## src/rtl/boot_loader.sv

```systemverilog
// boot_loader: byte-stream program loader.
// Receives a length-prefixed, XOR-checksummed instruction image, writes each
// 32-bit instruction as a zero-extended 64-bit RAM word starting at BASE_ADDR,
// and keeps the CPU in reset until the image has loaded and its checksum
// matches.
module boot_loader #(
  parameter int                ADDR_W    = 12,
  parameter logic [ADDR_W-1:0] BASE_ADDR = ADDR_W'('h800),
  parameter int                MAX_WORDS = 2048
) (
  input  logic              clk,
  input  logic              rst,
  input  logic [7:0]        rx_data,
  input  logic              rx_valid,
  output logic              rx_ready,
  input  logic              reload,
  output logic              mem_we,
  output logic [ADDR_W-1:0] mem_addr,
  output logic [63:0]       mem_wdata,
  output logic              cpu_rst,
  output logic              done,
  output logic              error,
  output logic [ADDR_W-1:0] words_loaded
);

  typedef enum logic [2:0] {
    S_LEN_LO,
    S_LEN_HI,
    S_INSTR,
    S_WRITE,
    S_CSUM,
    S_DONE,
    S_ERROR
  } state_t;

  // Largest legal instruction count, widened so a 16-bit count compares cleanly.
  localparam logic [16:0] MAX_N = 17'(MAX_WORDS);

  state_t      state;
  state_t      state_next;

  logic        xfer;        // a byte is accepted on this edge
  logic [7:0]  len_lo;      // low length byte, held until the high byte arrives
  logic [15:0] len;         // instruction count N of the current image
  logic [15:0] len_rx;      // count formed from the incoming high byte
  logic [31:0] instr;       // instruction assembly register (bytes shift in from the top)
  logic [1:0]  byte_idx;    // which byte of the current instruction is next
  logic [7:0]  xsum;        // running XOR of every non-checksum byte
  logic        last_word;   // the instruction being written is the N-th
  logic        reload_hit;  // reload taken from a terminal state

  logic        done_next;
  logic        error_next;
  logic        cpu_rst_next;

  // Byte acceptance is a pure function of state, and always refused during reset.
  assign rx_ready = !rst && (state inside {S_LEN_LO, S_LEN_HI, S_INSTR, S_CSUM});
  assign xfer     = rx_valid && rx_ready;

  assign len_rx     = {rx_data, len_lo};
  assign last_word  = (16'(words_loaded) + 16'd1) == len;
  assign reload_hit = reload && (state inside {S_DONE, S_ERROR});

  // Write port: address tracks the running count; data only shown while writing.
  assign mem_addr  = BASE_ADDR + words_loaded;
  assign mem_wdata = mem_we ? {32'b0, instr} : 64'b0;

  // State register.
  always_ff @(posedge clk or posedge rst) begin
    if (rst) begin
      state <= S_LEN_LO;
    end else begin
      state <= state_next;
    end
  end

  // Next-state decode plus write strobe and next values of the status flags.
  always_comb begin
    state_next   = state;
    mem_we       = 1'b0;
    done_next    = 1'b0;
    error_next   = 1'b0;
    cpu_rst_next = 1'b1;
    case (state)
      S_LEN_LO: begin
        if (xfer) begin
          state_next = S_LEN_HI;
        end
      end
      S_LEN_HI: begin
        if (xfer) begin
          if ({1'b0, len_rx} > MAX_N) begin
            state_next = S_ERROR;
          end else if (len_rx == 16'd0) begin
            state_next = S_CSUM;
          end else begin
            state_next = S_INSTR;
          end
        end
      end
      S_INSTR: begin
        if (xfer && (byte_idx == 2'd3)) begin
          state_next = S_WRITE;
        end
      end
      S_WRITE: begin
        mem_we = 1'b1;
        if (last_word) begin
          state_next = S_CSUM;
        end else begin
          state_next = S_INSTR;
        end
      end
      S_CSUM: begin
        if (xfer) begin
          if (rx_data == xsum) begin
            state_next = S_DONE;
          end else begin
            state_next = S_ERROR;
          end
        end
      end
      S_DONE: begin
        if (reload) begin
          state_next = S_LEN_LO;
        end else begin
          done_next    = 1'b1;
          cpu_rst_next = 1'b0;
        end
      end
      S_ERROR: begin
        if (reload) begin
          state_next = S_LEN_LO;
        end else begin
          error_next = 1'b1;
        end
      end
      default: begin
        state_next = S_LEN_LO;
      end
    endcase
  end

  // Status flags lag the terminal state by one cycle and drop on reload.
  always_ff @(posedge clk or posedge rst) begin
    if (rst) begin
      done    <= 1'b0;
      error   <= 1'b0;
      cpu_rst <= 1'b1;
    end else begin
      done    <= done_next;
      error   <= error_next;
      cpu_rst <= cpu_rst_next;
    end
  end

  // Length capture: low byte is parked, full count formed with the high byte.
  always_ff @(posedge clk or posedge rst) begin
    if (rst) begin
      len_lo <= 8'd0;
      len    <= 16'd0;
    end else if (xfer) begin
      if (state == S_LEN_LO) begin
        len_lo <= rx_data;
      end
      if (state == S_LEN_HI) begin
        len <= len_rx;
      end
    end
  end

  // Instruction assembly: little-endian, so each new byte enters at the top.
  always_ff @(posedge clk or posedge rst) begin
    if (rst) begin
      instr    <= 32'd0;
      byte_idx <= 2'd0;
    end else if (reload_hit) begin
      byte_idx <= 2'd0;
    end else if (xfer && (state == S_LEN_HI)) begin
      byte_idx <= 2'd0;
    end else if (xfer && (state == S_INSTR)) begin
      instr    <= {rx_data, instr[31:8]};
      byte_idx <= byte_idx + 2'd1;
    end
  end

  // Running XOR over length and instruction bytes; the checksum byte is excluded.
  always_ff @(posedge clk or posedge rst) begin
    if (rst) begin
      xsum <= 8'd0;
    end else if (reload_hit) begin
      xsum <= 8'd0;
    end else if (xfer && (state != S_CSUM)) begin
      xsum <= xsum ^ rx_data;
    end
  end

  // Instruction counter: advances on the cycle after each write, cleared on reload.
  always_ff @(posedge clk or posedge rst) begin
    if (rst) begin
      words_loaded <= '0;
    end else if (reload_hit) begin
      words_loaded <= '0;
    end else if (state == S_WRITE) begin
      words_loaded <= words_loaded + ADDR_W'(1);
    end
  end

endmodule

```

## config.mk

```make
export PLATFORM = sky130hd
export DESIGN_NAME = boot_loader
export DESIGN_NICKNAME = d
export VERILOG_FILES = /design/src/rtl/boot_loader.sv
export SDC_FILE = /design/constraint.sdc
export NUM_CORES = 1
export LEC_CHECK = 0
export ABC_AREA = 1
export CAP_MARGIN = 40
export CORE_ASPECT_RATIO = 2
export CORE_UTILIZATION = 50
export CTS_CLUSTER_DIAMETER = 100
export DETAILED_ROUTE_END_ITERATION = 10
export GPL_ROUTABILITY_DRIVEN = 0
export PLACE_DENSITY = 0.77
export REMOVE_ABC_BUFFERS = 1
export SLEW_MARGIN = 20
export SYNTH_ARGS = -nofsm -noshare
export SYNTH_HDL_FRONTEND = slang
export SYNTH_SLANG_ARGS = --single-unit
```

## constraint.sdc

```tcl
create_clock -name clk -period 3.95 [get_ports clk]
set_input_delay 0.79 -clock clk [delete_from_list [all_inputs] [get_ports clk]]
set_output_delay 0.79 -clock clk [all_outputs]
set_load 0.01 [all_outputs]
```

# [Yosys cells after proc, flatten, opt, wreduce, memory -nomap -nowiden]
# Cells that the tools add are included.
[totals] output_inout_bits=93 regBits=84 rom_bits=0 latchBits=0 input_bits=12 mem_bits_rw=0 mem_count=0
[op_classes] multipliers=0 order_cmp=1 n_addsub=4 n_eq_ne=15 mux=24 reduce_logical=20 n_shift=0 bitwise_logic=3 div=0
[op_table] cell="$mux 32" n=1
[op_table] cell="$mux 12" n=2
[op_table] cell="$mux 3" n=8
[op_table] cell="$pmux 3 s6" n=1
[op_table] cell="$eq 13x16->1" n=1
[op_table] cell="$gt 16x12->1 const B" n=1
[op_table] cell="$logic_not 16->1" n=1
[op_table] cell="$mux 8" n=2
[op_table] cell="$add 12x1->13 const B" n=1
[op_table] cell="$add 12x1->12 const B" n=1
[op_table] cell="$add 12x12->12 const A" n=1
[op_table] cell="$eq 3x3->1 const B" n=3
[op_table] cell="$eq 8x8->1" n=1
[op_table] cell="$mux 2" n=4
[op_table] cell="$xor 8x8->8" n=1
[op_table] cell="$logic_and 1x1->1" n=7
[op_table] cell="$eq 3x2->1 const B" n=2
[op_table] cell="$mux 1" n=6
[op_table] cell="$ne 2x2->1 const B" n=3
[op_table] cell="$reduce_bool 2->1" n=3
[op_table] cell="$reduce_and 5->1" n=1
[op_table] cell="$ne 2x1->1 const B" n=2
[op_table] cell="$reduce_and 2->1" n=2
[op_table] cell="$reduce_bool 4->1" n=1
[op_table] cell="10 further kinds" n=11

# [Depth between registers and ports, before layout]
# Gate-level depths: netlist (run 1).
[depth] word_depth=8 mapped_depth=16

# [Worst setup path after synthesis (run 1)]
# OpenSTA, ideal clock, no wires.
[synth_timing] path_type="input to output" start="input port rst" end="output port rx_ready" cell_stages=3 setup_slack_ns=0.176 arrival_time_ns=2.984 path_buffers=0 cell_sequence="inv_1 nand2_1 nor2_2"
[synth_via] elab_chain_len=2
[synth_lines] element="start, declared" line="12" rtl="input logic rst,"
[synth_lines] element="$logic_not 1->1 (no source line)"
[synth_lines] element="$logic_and 1x1->1" line="57" rtl="assign rx_ready = !rst && (state inside {S_LEN_LO, S_LEN_HI, S_INSTR, S_CSUM});"
[synth_lines] element="end, declared" line="15" rtl="output logic rx_ready,"
# Every way passes these cells.

# [Worst setup path in the final report (run 1)]
[layout_timing] start="register state[1]" end="output port mem_wdata[9]"
[layout_via] elab_chain_len=3
[layout_lines] element="start, declared" line="39" rtl="state_t state;"
[layout_lines] element="start signal, assigned" line="73" rtl="state <= state_next;"
[layout_lines] element="$eq 3x2->1" line="84" rtl="case (state)"
[layout_lines] element="$mux 1" line="84"
[layout_lines] element="$mux 32" line="66" rtl="assign mem_wdata = mem_we ? {32'b0, instr} : 64'b0;"
[layout_lines] element="end, declared" line="19" rtl="output logic [63:0] mem_wdata,"
# Every way passes these cells.

==> flow_summary.toml, run 1 <==
[critical_path]
worstPathCellList = "nand2_1 > nor2_2 > inv_2 > nor2_1 > clkdlybuf4s50_1"
regToRegSetupSlack_ns = 1.84
cpMaxStageDelayCell = "clkdlybuf4s50_1"
crit_path_end_kind = "output port"
cp.required_ns = 3.16
worstSetupStartpointType = "register"
slowest_delay_ns = 0.56
worstPathMaxFanout = 43
crit_buf_inv = 2
r2r_cells = 14
cp.depth = 5
cp.arrival_ns = 2.41
cp-startpoint = "state[1]"
critPathKind = "register to output port"
r2r-end = "state[1]"
crit_end = "mem_wdata[9]"
timing.rr.start = "words_loaded[0]"
crit_family = "buffers and inverters"

[global_routing]
grt_use_total_pct = 23.9
grt_antenna_before_repair = 0
grt_pass1_wl_mm = 16.4
grt_pass1_vias = 3636
gr-total-overflow = 0
grt_max_degree = 58

[power_and_ir_drop]
p_int_w = 0.00238
power.total_w = 0.00391
power_frac_seq_pct = 39.2
p_clk_share_pct = 19.2
pwr-share-comb_pct = 41.6
power.leakage_nw = 2.56
p_per_area_mw_per_mm2 = 734
p_switching_w = 0.00153
ir_drop_mv = 0.424
swShare_pct = 39.1

[clock_tree]
clk_latency_ns = 0.34
root_buffer = "clkbuf_16"
cts_resized = 0
clk_path_buf_depth = 2
hold_buffers = 0
cts.sinks = 84
h-tree-depth = 3
clkTransAtPathRegs_ns = 0.06
cts_buffers = 9
post_cts_buffers = 0
cts_tree = "yes"

[placement]
place_area_mm2 = 0.00505
portBuffers = 72
dp_hpwl_mm = 7.31
place_ws_ns = 1.07

[die]
core-area_mm2 = 0.00865
start_util_pct = 51.6
dieArea_mm2 = 0.00933
rows = 48
fp.dieH_um = 136
die_w_um = 68.8
boundaryPins = 105

[timing]
report.final.slew_viol_count = 0
hold_viol_final = 0
worst_slew_pin_slew_ns = 0.741
layout_setup_ws_ns = 0.751
setup_viol = 0
period_needed_ns = 3.20
max_freq_mhz = 313
tns_ns = 0
slew_headroom_pct = 50.6
rsz0062_at_grt = "no"
post-route-period-util_pct = 81.0
clock-skew-final_ns = 0.00892

[min_path]
min_path_type = "register to register"
hold_path_startpoint = "byte_idx[0]"

[outcome]
run_status = "finished, final reports clean"

[detailed_routing]
routed_via_density = 5.02
vias = 3737
wl_mm = 9.73
first_iter_violations = 236
dr.pass1.iters = 4
drtAntennaViolNets = 0
drc_errors = 0
wire_per_inst_um = 13.1

[synthesis]
synthArstFlopShare_pct = 100
synth_edf_count = 0
seq_area_frac_synth_pct = 47.1
synth_seq_cells = 84
ys.flop_type = "dfrtp_1"
ys_types = 28
synthesis.yosys.warnings = 0
syn-mean-instance-area_um2 = 7.67
netlist_instances = 582
synth_area_mm2 = 0.00446

[layout]
final_area_mm2 = 0.00533
syn_to_final_growth_pct = 19.3
drive_above_1_share_pct = 5.43
layout.nets = 655
insertedDiodeCount = 0
fin_util_pct = 61.6

[run]
cap_violations = 0
per-layer routing:
| layer | GRT usage [%] | part of all wire [%] | vias up |
|---|---|---|---|
| met5 | 0 | 0 | - |
| met4 | 12.4 | 4.4 | 0 |
| met3 | 4.80 | 3.0 | 26 |
| met2 | 42.3 | 57 | 103 |
| met1 | 25.6 | 36 | 1750 |
| li1 | - | - | 1858 |
placed cells by master (no fill, tap or decap), drive strengths merged:
master	Yosys	final
nand2	147	147
inv	87	87
dfrtp	83	83
clkdlybuf4s50	0	72
o21ai	68	68
nor2	61	61
conb	1	32
nand3	31	31
clkbuf	7	11
o22ai	9	9
nand4	6	6
xor2	5	5
nand3b	5	5
buf	53	5
a21oi	4	4
nor3	4	4
xnor2	4	4
clkinv	0	3
ha	2	2
xnor3	1	1
o211ai	1	1
and3	1	1
nor4	1	1
clkinvlp	0	1
dfstp	1	1
cell type report:
class,instances,area (um^2)
clock inverter,4,26.3
sequential,84,2100
inverter,87,328
fill,794,3320
multi-input combinational,382,1750
tap,100,125
timing repair buffer,77,766
clock buffer,11,233
synth_stat cells, types with 6 or more instances:
cell / count / area [um^2]
o21ai_1: 23 / 115
buf_2: 6 / 30.0
nand3_1: 30 / 150
inv_1: 82 / 308
nor2_2: 8 / 50.1
nor2_1: 53 / 199
dfrtp_1: 83 / 2080
clkbuf_1: 7 / 26.3
nand2_1: 146 / 548
nand4_1: 6 / 37.5
o22ai_1: 9 / 56.3
buf_4: 47 / 353
o21ai_0: 45 / 225
worst min path at each step:
stage	to	cells past startpoint
6_report	byte_idx[0]	1
5_1_grt	instr[8]	2
4_1_cts	byte_idx[0]	1
3_5_place_dp	byte_idx[0]	1
3_3_place_gp	byte_idx[0]	1
2_1_floorplan	byte_idx[0]	1
power by group through the flow:
stage                     Sequential [W]  Clock (W)  Combinational (W)
after global placement           0.00152          0            0.00157
final                            0.00153   0.000751            0.00163
after CTS                        0.00153   0.000774            0.00164
after floorplan                  0.00153          0           0.000964
after detailed placement         0.00154          0            0.00162
after global routing             0.00159   0.000803            0.00185
sequential cells by signal (all words and copies together) (netlist names):
name	cells
error	1
byte_idx	2
state	3
len	16
len_lo	8
words_loaded	12
cpu_rst	1
instr	32
done	1
xsum	8
cells by family (layout without fill, tap and decap cells):
logic type      after synthesis  after routing  synth area share, %
other cells                   1             32               0.0840
buf+inv                     147            179                 16.5
fa+ha+maj                     2              2                0.560
compound gates               82             82                 9.50
flops                        84             84                 47.1
xor+xnor                     10             10                 2.27
simple gates                256            256                 24.0
through the flow:
step	hold WS (ns)	cells
final	0.477	745
after global routing	0.506	745
after CTS	0.479	744
after detailed placement	0.472	729
after global placement	0.460	729
after floorplan	0.450	553
(Power assumes the default switching activity.)
==> run 2, diff against run 1 <==
==> constraint.sdc (replaced) <==
create_clock -name clk -period 3.2 [get_ports clk]
set_input_delay 0.64 -clock clk [delete_from_list [all_inputs] [get_ports clk]]
set_output_delay 0.64 -clock clk [all_outputs]
set_load 0.01 [all_outputs]
==> run 2 against run 1 <==
Core utilization up 0.67 points. Sequential power grew 24%. Flip-flop and latch count did not move. First-iteration DRC count is 28% higher. Via count rose by 1.5%.
==> flow_summary.toml, run 2 (synthesis results as in run 1) <==
[outcome]
run_status = "finished, final reports clean"

[layout]
drive_above_1_share_pct = 5.73
largest_reg_flops = 32
layout_common_cells = "nand2_1 (146), dfrtp_1 (83), inv_1 (81), clkdlybuf4s50_1 (72), nor2_1 (53)"
top_register = "instr"
fillCellCount = 781
final_common_cell = "nand2_1"
syn_to_final_growth_pct = 20.6
final_cells = 746
seqCellArea_mm2 = 0.00210
top_regs = "instr (32), len (16), words_loaded (12)"
insertedDiodeCount = 0
layout.nets = 655
multi_input_area_mm2 = 0.00175

[clock_tree]
cts.sinks = 84
cts_tree = "yes"
cts_buffers = 9
clkTransAtPathRegs_ns = 0.05
clk_path_buf_depth = 2
clk_latency_ns = 0.34
hold_buffers = 0
post_cts_buffers = 0
h-tree-depth = 3
root_buffer = "clkbuf_16"
cts_resized = 0

[run]
cap_violations = 0

[timing]
max_freq_mhz = 338
setup_viol = 0
worst_slew_pin_slew_ns = 0.663
post-route-period-util_pct = 92.5
hold_viol_final = 0
layout_setup_ws_ns = 0.240
rsz0062_at_grt = "no"
holdWs_ns = 0.483
report.final.slew_viol_count = 0
period_needed_ns = 2.96
clock-skew-final_ns = 0.00815
slew_headroom_pct = 55.8

[detailed_routing]
dr.pass1.iters = 5
wire_per_inst_um = 13.5
routed_via_density = 5.08
first_iter_violations = 301
vias = 3793
drc_errors = 0
drtAntennaViolNets = 0
wl_mm = 10.1

[critical_path]
crit_path_end_kind = "output port"
critPathKind = "register to output port"
crit_end = "mem_wdata[17]"
worstSetupStartpointType = "register"
cp.required_ns = 2.56
cp.arrival_ns = 2.32
r2r-end = "state[1]"
r2r_cells = 14
regToRegSetupSlack_ns = 1.03
timing.rr.start = "words_loaded[0]"
worstPathMaxFanout = 39
cp-startpoint = "state[1]"

[power_and_ir_drop]
p_int_w = 0.00307
power_frac_seq_pct = 38.0
ir_drop_mv = 0.499
pwr-share-comb_pct = 40.8
p_switching_w = 0.00193
p_per_area_mw_per_mm2 = 929
swShare_pct = 38.6
power.leakage_nw = 2.58
p_clk_share_pct = 21.2

[die]
die_w_um = 68.8
rows = 48
core-area_mm2 = 0.00865
start_util_pct = 51.6
dieArea_mm2 = 0.00933
boundaryPins = 105
fp.dieH_um = 136

[global_routing]
met3_usage_pct = 5.13
grtUsageMet1_pct = 26.0
top_usage_layer = "met2"
grt_antenna_before_repair = 0
grtUsageMet2_pct = 40.8
gr-total-overflow = 0
grt_pass1_wl_mm = 16.6
grt_use_total_pct = 24.1
grt_pass1_vias = 3562
grt_max_degree = 68

[placement]
portBuffers = 72
placed_cells = 730
dp_hpwl_mm = 7.55
place_ws_ns = 0.618

[min_path]
hold_path_startpoint = "byte_idx[0]"
min_path_type = "register to register"
[run 2: through the flow]
stage	utilization, %	power (W)	TNS [ns]	instance area (um^2)
6_report	62.3	0.00500	0	5390
2_1_floorplan	-	0.00307	-56.93	4170
5_1_grt	62.3	0.00540	0	5390
3_5_place_dp	58.7	0.00394	0	5070
3_3_place_gp	58.7	0.00383	0	5070
4_1_cts	62.3	0.00503	0	5390
[run 2: critical path: stages (launching register included)]
cell	delay (ns)
dfrtp_1	0.44
nand2_1	0.14
nor2_2	0.28
inv_2	0.33
nor2_1	0.21
clkdlybuf4s50_1	0.56
[run 2: layout make-up]
class	instances	area share, %
repair buffers	77	14.3
multi-input cells	382	32.4
clock buffers	12	4.76
clock inverters	4	1.02
inverters	87	6.09
well taps	100	2.32
flip-flops and latches	84	39.1
[run 2: power groups by stage]
stage	clock network (W)	logic [W]	registers [W]
detailed placement	0	0.00203	0.00191
global route	0.00113	0.00231	0.00196
global placement	0	0.00196	0.00188
floorplan	0	0.00119	0.00188
CTS	0.00108	0.00205	0.00189
finish	0.00106	0.00204	0.00190
[run 2: worst min-delay path by stage]
stage / slack [ns] / cells past startpoint / end
after floorplan: 0.45 / 1 / byte_idx[0]
after global placement: 0.46 / 1 / byte_idx[0]
after detailed placement: 0.47 / 2 / instr[4]
after CTS: 0.49 / 2 / instr[4]
after global routing: 0.51 / 2 / instr[0]
final: 0.48 / 1 / byte_idx[0]
[run 2: routing by layer]
layer	vias up	wire length, um
met5	-	0
met1	1774	3550
met2	134	5610
met4	0	525
li1	1850	-
met3	35	389
